[src/rtl/boid_frame_writer_pkg.sv]
// Shared constants, derived widths and FSM state encoding for the boid display path.
package boid_frame_writer_pkg;

  // Visible raster and flock size defaults.
  localparam int VIDEO_WIDTH_DEF  = 640;
  localparam int VIDEO_HEIGHT_DEF = 480;
  localparam int MAX_BOIDS_DEF    = 16;

  // Widths derived from the defaults above.
  localparam int BOID_BITS_DEF  = $clog2(MAX_BOIDS_DEF);
  localparam int ADDR_WIDTH_DEF = $clog2(VIDEO_WIDTH_DEF * VIDEO_HEIGHT_DEF);

  // Boid coordinate widths, plus one bit for the sprite offset overflow.
  localparam int X_W  = 10;
  localparam int Y_W  = 9;
  localparam int PX_W = X_W + 1;
  localparam int PY_W = Y_W + 1;

  // Skip counter width and saturation value.
  localparam int         SKIP_W   = 8;
  localparam logic [7:0] SKIP_MAX = 8'hFF;

  // Frame writer FSM states.
  typedef enum logic [2:0] {
    IDLE,
    SWAP,
    FETCH,
    WRITE,
    DONE
  } state_t;

endpackage

[src/rtl/boid_frame_writer_pixel_addr_calc.sv]
// Pixel position to linear frame-buffer address, with visible-area range check.
module pixel_addr_calc
  import boid_frame_writer_pkg::*;
#(
  parameter int VIDEO_WIDTH  = VIDEO_WIDTH_DEF,
  parameter int VIDEO_HEIGHT = VIDEO_HEIGHT_DEF,
  parameter int ADDR_WIDTH   = ADDR_WIDTH_DEF
) (
  input  logic [X_W-1:0]        x,
  input  logic [Y_W-1:0]        y,
  input  logic                  dx,
  input  logic                  dy,
  output logic [ADDR_WIDTH-1:0] addr,
  output logic                  in_range
);

  localparam logic [PX_W-1:0] X_LIMIT = PX_W'(VIDEO_WIDTH);
  localparam logic [PY_W-1:0] Y_LIMIT = PY_W'(VIDEO_HEIGHT);

  logic [PX_W-1:0] px;
  logic [PY_W-1:0] py;

  // Sprite offset is added with one spare bit so x=1023/y=511 cannot wrap into range.
  assign px = {1'b0, x} + {{(PX_W-1){1'b0}}, dx};
  assign py = {1'b0, y} + {{(PY_W-1){1'b0}}, dy};

  // py*640 as py*512 + py*128, so no multiplier is needed.
  assign addr = (ADDR_WIDTH'(py) << 9) + (ADDR_WIDTH'(py) << 7) + ADDR_WIDTH'(px);

  assign in_range = (px < X_LIMIT) && (py < Y_LIMIT);

endmodule

[src/rtl/boid_frame_writer.sv]
// Scans every boid once per frame and plots it (1 or 2x2 pixels) into a cleared frame buffer.
module boid_frame_writer
  import boid_frame_writer_pkg::*;
#(
  parameter int MAX_BOIDS    = MAX_BOIDS_DEF,
  parameter int BOID_BITS    = BOID_BITS_DEF,
  parameter int VIDEO_WIDTH  = VIDEO_WIDTH_DEF,
  parameter int VIDEO_HEIGHT = VIDEO_HEIGHT_DEF,
  parameter int ADDR_WIDTH   = ADDR_WIDTH_DEF,
  parameter int SPRITE_2X2   = 1
) (
  input  logic                  clock,
  input  logic                  reset,
  input  logic                  screen_end,
  output logic [BOID_BITS-1:0]  boid_sel,
  input  logic [X_W-1:0]        boid_x,
  input  logic [Y_W-1:0]        boid_y,
  output logic                  fb_we,
  output logic [ADDR_WIDTH-1:0] fb_addr,
  output logic                  fb_data,
  output logic                  fb_swap,
  output logic                  busy,
  output logic                  frame_done,
  output logic [SKIP_W-1:0]     skip_count,
  output logic                  missed_frame
);

  localparam logic [BOID_BITS-1:0] LAST_IDX = BOID_BITS'(MAX_BOIDS - 1);

  state_t               state;
  state_t               state_next;
  logic [BOID_BITS-1:0] idx;
  logic [1:0]           sub;
  logic [X_W-1:0]       x_q;
  logic [Y_W-1:0]       y_q;
  logic                 last_sub;
  logic                 pix_in_range;
  logic [ADDR_WIDTH-1:0] pix_addr;

  // Single-pixel mode finishes a boid in one WRITE cycle; the sprite needs all four.
  assign last_sub = (SPRITE_2X2 != 0) ? (sub == 2'd3) : 1'b1;

  pixel_addr_calc #(
    .VIDEO_WIDTH (VIDEO_WIDTH),
    .VIDEO_HEIGHT(VIDEO_HEIGHT),
    .ADDR_WIDTH  (ADDR_WIDTH)
  ) u_pixel_addr_calc (
    .x       (x_q),
    .y       (y_q),
    .dx      (sub[0]),
    .dy      (sub[1]),
    .addr    (pix_addr),
    .in_range(pix_in_range)
  );

  // Write port is a function of registered state only; the boid inputs go through x_q/y_q.
  assign fb_we    = (state == WRITE) && pix_in_range;
  assign fb_addr  = (state == WRITE) ? pix_addr : '0;
  assign fb_data  = 1'b1;
  assign busy     = (state != IDLE);
  // The index only moves between frames or when a new FETCH begins, so it holds outside FETCH.
  assign boid_sel = idx;

  // State register.
  always_ff @(posedge clock or posedge reset) begin
    // NOTE: clocked state uses non-blocking assignment so every register samples pre-edge values.
    if (reset) state <= IDLE;
    else       state <= state_next;
  end

  // Next-state and one-cycle strobes.
  always_comb begin
    // NOTE: every output of this block gets a default first, so no path can infer a latch.
    state_next = state;
    fb_swap    = 1'b0;
    frame_done = 1'b0;
    case (state)
      IDLE:  if (screen_end) state_next = SWAP;
      SWAP: begin
        fb_swap    = 1'b1;
        state_next = FETCH;
      end
      FETCH: state_next = WRITE;
      WRITE: if (last_sub) state_next = (idx == LAST_IDX) ? DONE : FETCH;
      DONE: begin
        frame_done = 1'b1;
        state_next = IDLE;
      end
      default: state_next = IDLE;
    endcase
  end

  // Boid index, sub-pixel counter, position capture and clip counter.
  always_ff @(posedge clock or posedge reset) begin
    if (reset) begin
      idx        <= '0;
      sub        <= 2'd0;
      x_q        <= '0;
      y_q        <= '0;
      skip_count <= '0;
    end else begin
      case (state)
        SWAP: begin
          idx        <= '0;
          sub        <= 2'd0;
          skip_count <= '0;
        end
        FETCH: begin
          x_q <= boid_x;
          y_q <= boid_y;
          sub <= 2'd0;
        end
        WRITE: begin
          if (!pix_in_range && (skip_count != SKIP_MAX)) skip_count <= skip_count + 8'd1;
          if (last_sub) begin
            sub <= 2'd0;
            if (idx != LAST_IDX) idx <= idx + 1'b1;
          end else begin
            sub <= sub + 2'd1;
          end
        end
        default: ;
      endcase
    end
  end

  // Sticky flag: a frame start arrived while the previous frame was still being drawn.
  always_ff @(posedge clock or posedge reset) begin
    if (reset)                            missed_frame <= 1'b0;
    else if (screen_end && state != IDLE) missed_frame <= 1'b1;
  end

endmodule

[config.mk]
export PLATFORM = sky130hd
export DESIGN_NAME = boid_frame_writer
export DESIGN_NICKNAME = d
export VERILOG_FILES = /design/src/rtl/boid_frame_writer_pkg.sv /design/src/rtl/boid_frame_writer_pixel_addr_calc.sv /design/src/rtl/boid_frame_writer.sv
export SDC_FILE = /design/constraint.sdc
export NUM_CORES = 1
export LEC_CHECK = 0
export CORE_MARGIN = 8
export CORE_UTILIZATION = 41
export CTS_CLUSTER_DIAMETER = 60
export DETAILED_ROUTE_END_ITERATION = 8
export HOLD_SLACK_MARGIN = 0.03
export PLACE_DENSITY = 0.69
export SLEW_MARGIN = 0
export SYNTH_ARGS = -nofsm -noshare
export SYNTH_HDL_FRONTEND = slang
export SYNTH_SLANG_ARGS = --single-unit
[constraint.sdc]
create_clock -name clock -period 3.6 [get_ports clock]
set_input_delay 0.36 -clock clock [delete_from_list [all_inputs] [get_ports clock]]
set_output_delay 0.36 -clock clock [all_outputs]
set_load 0.03 [all_outputs]
==> flow_summary.yaml <==
sta:
  finalMaxSlewViolations: 0
  rsz0062_at_grt: "yes"
  finalCritPeriodShare_pct: 108
  finalHoldViolCount: 0
  fin_crit_ns: 3.87
  skew_ns: 0.00641
  worst_slew_margin_rel_pct: 53.2
  max_freq_mhz: 258
  fin_setup_tns_ns: -1.12
  setup_viol: 6
  setup_ws_ns: -0.274
  tightest_slew_ns: 0.698
grt:
  grtUsageMet1_pct: 17.9
  track_usage_pct: 14.6
  grt_pass1_wl_um: 11800
  grt_use_met3_pct: 3.49
  top_usage_layer: "met2"
  grt_overflow_total: 0
  antenna_found_initial: 0
  grt_pass1_vias: 2529
  grt_use_met2_pct: 24.2
  grt_max_degree: 24
worst_hold_path:
  hold_class: "in -> async"
detailed_routing:
  drt_wl_total_um: 7030
  firstDrtPassIters: 4
  drc: 0
  ant_nets: 0
  via_per_inst: 5.27
  drt_iter0_drc: 63
  wl_per_cell_um: 15.1
  vias: 2446
critical_path:
  crit_type: "reg -> out"
  worst_path_max_delay_cell: "or4_4"
  crit_fanout: 3
  cp_data_required_time_ns: 3.24
  max_stage_delay_ns: 0.57
  worstPathCellList: "ha_4, nand3_4, nor2_4, nand3_2, xor2_2, fa_1, inv_1, ha_1, a21o_1, a21oi_2, o21ai_2, a2111oi_4, or4_4, a21oi_4, buf_6"
  worst-path-buf-inv: 2
  critPathArrivalTime_ns: 3.51
  critPathTopFamily: "adder cells"
  critPathCaptureType: "primary output"
  critPathLaunchType: "flop"
logic_synthesis:
  synth_enable_flop_cells: 0
  synth_top_area_share_pct: 33.3
  avgSynthCellArea_um2: 9.49
  ys_ff_latch: 37
  netlist_area_um2: 2780
  syn-num-nets: 344
  async_flop_share_pct: 100
  yosysUniqueCellTypes: 50
  synth_seq_area_share_pct: 33.3
  ys_top_cells_by_area: "dfrtp_1 33%, ha_1 12%, mux2_2 7.7%"
  synthFlopType: "dfrtp_1"
  syn_inst: 293
  ys_warn_count: 0
  synth_top_cell_by_area: "dfrtp_1"
placed_design:
  dp_cells: 447
  io_buffers: 57
  dp.final_hpwl_um: 5110
  dpl-instance-area_um2: 3610
  gp_congestion: 0.798
clock_tree:
  clk_pin_slew_ns: 0.07
  cts-root-buf: "clkbuf_8"
  cts_tree: "built"
  clock_latency_ns: 0.28
  cts_max_level: 2
  clock-sinks: 37
  clk_path_buf_depth: 2
  cts_made_buffers: 5
floorplan:
  ios: 59
  die_y_um: 98.4
  die_w_um: 98.4
  coreArea_um2: 6680
  dieArea_um2: 9680
  start_util_pct: 41.6
  rows: 30
run:
  cap_violations: 0
cells_and_area:
  antenna_cells: 0
  fin_cells: 464
  fin_area_um2: 4030
  area_delta_synth_final_pct: 44.8
  drive_gt1_share_pct: 32.0
  nets: 435
run_status:
  violations: "negative setup slack"
  status: "complete, but fails checks"
[worst paths after layout]
path	cells past startpoint	from	slack (ns)	end
max	15	x_q[0]	-0.27	fb_addr[15]
min	2	reset	0.42	y_q[0]
max reg2reg	11	x_q[0]	0.91	skip_count[1]
min reg2reg	1	missed_frame	0.47	missed_frame
max in group asynchronous	3	reset	2.46	skip_count[2]
min in group clock	1	missed_frame	0.47	missed_frame
[layout make-up]
cell class | count | area (µm²)
well taps | 80 | 100
repair buffers | 94 | 836
clock buffers | 7 | 86.3
inverters | 13 | 48.8
fillers | 562 | 2660
multi-input cells | 233 | 2030
flip-flops and latches | 37 | 926
[cells by family after synthesis]
logic type               Yosys count  share of synthesized area [%]
multiplexers                      23                           9.13
XOR/XNOR                          22                           6.93
other                              1                          0.135
buffers and inverters             23                           4.23
adder cells (fa/ha/maj)           29                           13.9
AND/OR/NAND/NOR                  105                           19.5
flip-flops                        37                           33.3
AO/OA/AOI/OAI                     53                           13.0
[synthesized netlist by cell type (4+ instances only)]
cell and count:
a21oi_1 9, and2_1 6, and3_1 7, clkbuf_1 4
dfrtp_1 37, ha_1 26, inv_1 13, mux2_2 19
mux2i_1 4, nand2_1 22, nand3_1 16, nor2_1 24
nor3_1 10, o211ai_1 4, o21ai_0 17, or3_1 5
xnor2_1 4, xor2_1 18
[state kept, by name (all words and copies together), names as in the netlist]
register and flops:
x_q 10, skip_count 8, boid_sel 4, sub 2, missed_frame 1, state 3, y_q 9
[metal layers]
metal | vias up | routed length, µm
li1 | 1226 | -
met1 | 1165 | 3010
met2 | 47 | 3580
met3 | 8 | 321
met4 | 0 | 110
met5 | - | 0
[cell usage in the layout (no fill, tap or decap), types with 3 or more instances in the layout]
| cell | instances |
|---|---|
| mux2_2 | 19 |
| buf_6 | 3 |
| and3_1 | 4 |
| or3_1 | 5 |
| ha_1 | 19 |
| inv_1 | 11 |
| nand3_1 | 12 |
| o21ai_0 | 12 |
| buf_4 | 42 |
| a21oi_1 | 7 |
| xor2_2 | 4 |
| o21a_1 | 3 |
| nand2_1 | 22 |
| nor2_1 | 21 |
| or2_2 | 3 |
| clkbuf_8 | 6 |
| nor3_2 | 4 |
| nor3_1 | 7 |
| o21ai_1 | 4 |
| ha_4 | 5 |
| xor2_1 | 14 |
| and2_1 | 6 |
| o211ai_1 | 4 |
| and3_4 | 3 |
| o21ai_2 | 4 |
| xnor2_1 | 3 |
| dfrtp_1 | 37 |
| clkdlybuf4s50_1 | 46 |
[stage by stage]
stage	util, %	hold WS [ns]	setup slack [ns]
floorplan	-	0.477	-0.123
global placement	54.0	0.446	-0.159
detailed placement	54.0	0.450	-0.222
CTS	57.0	0.439	-0.297
global route	60.3	0.485	-0.442
finish	60.3	0.422	-0.274
[repair_timing]
action	4_1_cts	5_1_grt
hold buffers	0	0
buffers inserted	4	7
setup endpoints to repair	9	8
pin swaps	10	20
resized for setup	23	37
Power is left out: the tool's default activity adds up to more than one toggle a clock period on the data nets, which glitch-free logic cannot reach.
